==> src/rtl/bk_sdram_bridge.sv <==
// Bridge from the BK0010 async-SRAM strobes and the video fetch port to the
// shared SDRAM controller's request/ack interface; video has priority over the CPU.
module bk_sdram_bridge #(
  parameter int unsigned      SD_AW    = 22,
  parameter logic [SD_AW-1:0] CPU_BASE = 22'h0,
  parameter logic [SD_AW-1:0] VGA_BASE = 22'h2000,
  parameter logic [7:0]       TMO      = 8'd255
) (
  input  logic             clk25,
  input  logic             RST_IN,
  input  logic [17:0]      sram_addr,
  input  logic [15:0]      sram_dataw,
  input  logic             sram_ce_n,
  input  logic             sram_we_n,
  input  logic             sram_oe_n,
  input  logic             sram_ub_n,
  input  logic             sram_lb_n,
  output logic [15:0]      sram_datar,
  output logic             membusy,
  input  logic [12:0]      vga_addr,
  input  logic             vga_req,
  output logic [15:0]      vdata,
  output logic             vdata_vld,
  output logic             sd_req,
  output logic             sd_we,
  output logic [SD_AW-1:0] sd_addr,
  output logic [15:0]      sd_wdata,
  output logic [1:0]       sd_be,
  input  logic             sd_ack,
  input  logic [15:0]      sd_rdata,
  input  logic             sd_rvalid,
  output logic             tmo_err
);

  typedef enum logic [1:0] {IDLE, VRD, CRD, CWR} state_t;

  localparam logic [7:0] TMO_LAST = TMO - 8'd1;

  state_t             state_q, state_d;
  logic [7:0]         timer_q, timer_d;
  logic               last_act_q, last_act_d;
  logic [17:0]        last_addr_q, last_addr_d;
  logic               last_we_q, last_we_d;
  logic               cpu_busy_q, cpu_busy_d;
  logic               vga_pend_q, vga_pend_d;
  logic               vga_again_q, vga_again_d;
  logic [12:0]        vga_addr_q, vga_addr_d;
  logic               sd_req_q, sd_req_d;
  logic               sd_we_q, sd_we_d;
  logic [SD_AW-1:0]   sd_addr_q, sd_addr_d;
  logic [15:0]        sd_wdata_q, sd_wdata_d;
  logic [1:0]         sd_be_q, sd_be_d;
  logic [15:0]        sram_datar_q, sram_datar_d;
  logic [15:0]        vdata_q, vdata_d;
  logic               vdata_vld_q, vdata_vld_d;
  logic               tmo_err_q, tmo_err_d;

  logic               cpu_act, new_acc, vga_any, tmo_hit;
  logic               cpu_done, vga_done, abort;
  logic [1:0]         cpu_be;
  logic [12:0]        vga_cur;
  logic [SD_AW-1:0]   cpu_sum, vga_sum;

  always_comb begin
    cpu_act = ~sram_ce_n & (~sram_oe_n | ~sram_we_n);
    new_acc = cpu_act & (~last_act_q | (sram_addr != last_addr_q) | (sram_we_n != last_we_q));
    cpu_be  = {~sram_ub_n, ~sram_lb_n};
    vga_any = vga_pend_q | vga_req;
    vga_cur = vga_req ? vga_addr : vga_addr_q;
    cpu_sum = CPU_BASE + SD_AW'(sram_addr);
    vga_sum = VGA_BASE + SD_AW'(vga_cur);
    tmo_hit = (timer_q == TMO_LAST);
  end

  always_comb begin
    state_d      = state_q;
    timer_d      = timer_q + 8'd1;
    last_act_d   = last_act_q;
    last_addr_d  = last_addr_q;
    last_we_d    = last_we_q;
    cpu_busy_d   = cpu_busy_q;
    vga_pend_d   = vga_pend_q;
    vga_addr_d   = vga_addr_q;
    sd_req_d     = sd_req_q;
    sd_we_d      = sd_we_q;
    sd_addr_d    = sd_addr_q;
    sd_wdata_d   = sd_wdata_q;
    sd_be_d      = sd_be_q;
    sram_datar_d = sram_datar_q;
    vdata_d      = vdata_q;
    vdata_vld_d  = 1'b0;
    cpu_done     = 1'b0;
    vga_done     = 1'b0;
    abort        = 1'b0;

    case (state_q)
      IDLE: begin
        timer_d = '0;
        if (vga_any) begin
          state_d   = VRD;
          sd_req_d  = 1'b1;
          sd_we_d   = 1'b0;
          sd_addr_d = vga_sum;
          sd_be_d   = 2'b11;
        end else if (new_acc && !sram_we_n && cpu_be == 2'b00) begin
          cpu_done = 1'b1;
        end else if (new_acc) begin
          state_d    = sram_we_n ? CRD : CWR;
          sd_req_d   = 1'b1;
          sd_we_d    = ~sram_we_n;
          sd_addr_d  = cpu_sum;
          sd_wdata_d = sram_dataw;
          sd_be_d    = sram_we_n ? 2'b11 : cpu_be;
          cpu_busy_d = 1'b1;
        end
      end
      VRD: begin
        if (sd_rvalid) begin
          vdata_d     = sd_rdata;
          vdata_vld_d = 1'b1;
          vga_done    = 1'b1;
        end else if (tmo_hit) begin
          vdata_d     = '1;
          vdata_vld_d = 1'b1;
          vga_done    = 1'b1;
          abort       = 1'b1;
        end
      end
      CRD: begin
        if (sd_rvalid) begin
          sram_datar_d = sd_rdata;
          cpu_done     = 1'b1;
        end else if (tmo_hit) begin
          sram_datar_d = '1;
          cpu_done     = 1'b1;
          abort        = 1'b1;
        end
      end
      CWR: begin
        if (sd_ack) begin
          cpu_done = 1'b1;
        end else if (tmo_hit) begin
          cpu_done = 1'b1;
          abort    = 1'b1;
        end
      end
      default: state_d = IDLE;
    endcase

    // A read may see its ack well before rvalid: request drops, state waits on.
    if (state_q != IDLE) begin
      if (sd_ack) sd_req_d = 1'b0;
      if (cpu_done || vga_done) begin
        state_d  = IDLE;
        sd_req_d = 1'b0;
      end
    end

    tmo_err_d = tmo_err_q | abort;

    if (cpu_done) begin
      cpu_busy_d  = 1'b0;
      last_act_d  = 1'b1;
      last_addr_d = sram_addr;
      last_we_d   = sram_we_n;
    end else if (!cpu_act) begin
      last_act_d = 1'b0;
    end

    // A fetch requested while VRD is in flight must survive that VRD's completion.
    vga_again_d = (state_q == VRD) & (vga_again_q | vga_req);
    if (vga_done) vga_pend_d = vga_again_q;
    if (vga_req) begin
      vga_pend_d = 1'b1;
      vga_addr_d = vga_addr;
    end
  end

  always_ff @(posedge clk25 or posedge RST_IN) begin
    if (RST_IN) begin
      state_q      <= IDLE;
      timer_q      <= '0;
      last_act_q   <= 1'b0;
      last_addr_q  <= '0;
      last_we_q    <= 1'b0;
      cpu_busy_q   <= 1'b0;
      vga_pend_q   <= 1'b0;
      vga_again_q  <= 1'b0;
      vga_addr_q   <= '0;
      sd_req_q     <= 1'b0;
      sd_we_q      <= 1'b0;
      sd_addr_q    <= '0;
      sd_wdata_q   <= '0;
      sd_be_q      <= '0;
      sram_datar_q <= '0;
      vdata_q      <= '0;
      vdata_vld_q  <= 1'b0;
      tmo_err_q    <= 1'b0;
    end else begin
      state_q      <= state_d;
      timer_q      <= timer_d;
      last_act_q   <= last_act_d;
      last_addr_q  <= last_addr_d;
      last_we_q    <= last_we_d;
      cpu_busy_q   <= cpu_busy_d;
      vga_pend_q   <= vga_pend_d;
      vga_again_q  <= vga_again_d;
      vga_addr_q   <= vga_addr_d;
      sd_req_q     <= sd_req_d;
      sd_we_q      <= sd_we_d;
      sd_addr_q    <= sd_addr_d;
      sd_wdata_q   <= sd_wdata_d;
      sd_be_q      <= sd_be_d;
      sram_datar_q <= sram_datar_d;
      vdata_q      <= vdata_d;
      vdata_vld_q  <= vdata_vld_d;
      tmo_err_q    <= tmo_err_d;
    end
  end

  // membusy is combinational, so it is masked while reset is held.
  assign membusy    = ~RST_IN & (new_acc | cpu_busy_q);
  assign sram_datar = sram_datar_q;
  assign vdata      = vdata_q;
  assign vdata_vld  = vdata_vld_q;
  assign sd_req     = sd_req_q;
  assign sd_we      = sd_we_q;
  assign sd_addr    = sd_addr_q;
  assign sd_wdata   = sd_wdata_q;
  assign sd_be      = sd_be_q;
  assign tmo_err    = tmo_err_q;

endmodule

==> config.mk <==
export PLATFORM = sky130hd
export DESIGN_NAME = bk_sdram_bridge
export DESIGN_NICKNAME = d
export VERILOG_FILES = /design/src/rtl/bk_sdram_bridge.sv
export SDC_FILE = /design/constraint.sdc
export NUM_CORES = 1
export LEC_CHECK = 0
export CAP_MARGIN = 20
export CORE_MARGIN = 2
export CORE_UTILIZATION = 40
export DETAILED_ROUTE_END_ITERATION = 12
export PLACE_DENSITY = 0.72
export SYNTH_ARGS = -nofsm -noshare
export SYNTH_HDL_FRONTEND = slang
export SYNTH_SLANG_ARGS = --single-unit
==> constraint.sdc <==
create_clock -name clk25 -period 4.1 [get_ports clk25]
set_input_delay 1.025 -clock clk25 [delete_from_list [all_inputs] [get_ports clk25]]
set_output_delay 1.025 -clock clk25 [all_outputs]
set_load 0.005 [all_outputs]
==> results.ini <==
[floorplan]
die_area_um2=13500
die_h_um=116
die_w_um=116
core-area_um2=12500
num_rows=41
initial_core_util=0.405
io_pins=150

[place]
dpl_worst_slack_ns=0.213
place_hpwl_mm=8.51
gp_congestion=0.771
place_area_um2=6700
io_buffers=145

[global_route]
grt_max_degree=51
grt_usage=0.180
grt_antenna_before_repair=0
grt_pass1_vias=3695
gr-total-overflow=0
grt_pass1_wl_mm=18.5

[yosys]
yosysWarnings=0
syn_area_um2=5050
synth_edf_count=0
ys_types=41
syn_inst=377
ys.flop_type=dfrtp_1
async_flop_share=1.00
yosysMostFrequentCell=dfrtp_1
syn_avg_cell_area_um2=13.4
synth-seq-cells=118
synthTopCellsByArea=dfrtp_1, mux2_2, o22a_1
yosys-top-cells-count=dfrtp_1, mux2_2, o22a_1, inv_1, mux2i_1
synth_top_area_share=0.584
yosys.area.top_type=dfrtp_1
synth-seq-area-share=0.584

[timing]
finalSetupViolCount=0
fin_setup_tns_ns=0
period_share=0.953
hold_violations=0
timing.hold.ws_ns=0.486
maxSlewViolCount=0
skew_ns=0.00714
rsz0062_at_grt=false
max_slew_margin=0.530
finalCriticalPeriod_ns=3.91
setup_ws_ns=0.193
worst_slew_pin_slew_ns=0.703
fmax_mhz=256

[routing]
ant_nets=0
wire_per_inst_um=16.4
drtIter0Drc=166
vias=3542
drc=0
dr.pass1.iters=4
finalWirelength_mm=11.8
vias_per_cell=4.94

[power]
p_int_mw=3.58
leakagePower_nw=3.23
vdd_ir_drop_max_mv=0.275
finalPower_mw=4.85
p_per_area_nw_per_um2=662
power_frac_clock=0.320
combinationalPowerShare=0.315
power_switching_mw=1.27
p_sw_frac=0.261
p_seq_frac=0.365

[clock_network]
cts_tree=yes
cts_resized=0
clkTransAtPathRegs_ns=0.05
cts_root_buf=clkbuf_16
cts_hold_buf=0
cts_setup_buffers=0
clock_latency_ns=0.40
cts_buffers=17
clk_path_buf_depth=2
cts_sinks=118
htreeDepth=4

[final_layout]
fin_nets=613
drive_above_1_share=0.172
areaGrowthSynthToFinish_pct=45.0
diodes=0
stdcell_area_um2=7330

[run_status]
status=finished, final reports clean

[critical_path]
critical_path_class=input port to primary output
required_ns=3.07
cp_max_fo=3
cp-end-kind=primary output
cp-start-kind=input port
critPathArrivalTime_ns=2.88

[min_path]
holdCritPathClass=register to register

[flow_run]
cap_violations=0

-- layout by cell type (no fill, tap or decap), types with 2 or more instances in the layout --
cell type        instances
clkdlybuf4s50_1        145
dfrtp_1                118
mux2_2                  38
o22a_1                  32
mux2i_1                 26
inv_1                   25
xnor2_1                 20
clkbuf_16               17
nor2_1                  13
mux2_4                  10
nand2_1                  9
buf_4                    9
nand3_1                  6
nand4_1                  6
o21ai_0                  6
ha_1                     6
a22o_1                   5
conb_1                   4
bufinv_16                4
a21oi_1                  3
nor2b_1                  3
xor2_1                   3
or3_1                    3
clkbuf_8                 3
a32oi_1                  2
a211o_1                  2
o21a_1                   2
a22oi_1                  2
o22ai_1                  2
clkbuf_1                 2
clkinv_4                 2
clkinv_2                 2
buf_12                   2
-- cell families (layout without fill, tap and decap cells) --
group | after synthesis | count (layout) | synth area share
compound gates | 63 | 63 | 0.101
xor+xnor | 23 | 23 | 0.0399
fa+ha+maj | 6 | 6 | 0.0149
buf+inv | 47 | 212 | 0.0483
flops | 118 | 118 | 0.584
mux | 74 | 74 | 0.166
other cells | 1 | 4 | 0.000742
simple gates | 45 | 45 | 0.0453
-- final cells by class --
cell class                 count  area [um^2]
fill                        1009         5140
sequential                   118         2950
clock buffer                  22          474
timing repair buffer         156         1560
multi-input combinational    215         1880
inverter                      26          101
tap                          172          215
clock inverter                 8          148
-- worst paths after layout --
| path | start | end | slack [ns] | cells past startpoint |
|---|---|---|---|---|
| min reg2reg | last_act_q | last_act_q | 0.49 | 2 |
| max | sram_addr[16] | membusy | 0.19 | 8 |
| max in group asynchronous | RST_IN | sd_wdata[11] | 2.17 | 3 |
| min | last_act_q | last_act_q | 0.49 | 2 |
| min in group asynchronous | RST_IN | sd_addr[0] | 1.10 | 2 |
| max reg2reg | state_q[0] | sd_wdata[9] | 1.77 | 6 |
-- per-stage QoR --
step,utilization,instances
6_report,0.588,717
5_1_grt,0.588,717
4_1_cts,0.588,717
3_5_place_dp,0.538,687
3_3_place_gp,0.537,686
2_1_floorplan,-,380
-- per-layer routing --
metal / share of wire / up-vias / GRT usage / wire length [um]
li1: - / 1648 / - / -
met1: 0.43 / 1745 / 0.227 / 5100
met2: 0.48 / 139 / 0.297 / 5610
met3: 0.081 / 10 / 0.0623 / 954
met4: 0.0088 / 0 / 0.0508 / 104
met5: 0 / - / 0 / 0
-- registers in the layout (all words and copies together) (netlist names), 2 cells and up --
name and count:
timer_q 8, vga_addr_q 13, sd_addr 18, sd_be 2
sram_datar 16, last_addr_q 18, state_q 2, vdata 16
sd_wdata 16
-- power by group through the flow --
| stage | clock network (mW) | registers, mW | logic, mW |
|---|---|---|---|
| 2_1_floorplan | 0 | 1.78 | 0.693 |
| 3_3_place_gp | 0 | 1.77 | 1.51 |
| 3_5_place_dp | 0 | 1.79 | 1.55 |
| 4_1_cts | 1.59 | 1.78 | 1.55 |
| 5_1_grt | 1.65 | 1.82 | 1.67 |
| 6_report | 1.55 | 1.77 | 1.53 |
-- critical path, cell delays in order --
cell and delay (ns):
clkdlybuf4s50_1 0.52, xnor2_1 0.14, nand4_1 0.20, nor3_2 0.26, a21boi_2 0.09, nor2_1 0.14, nor2_1 0.06, clkdlybuf4s50_1 0.44
Power figures use the tool's default switching activity.
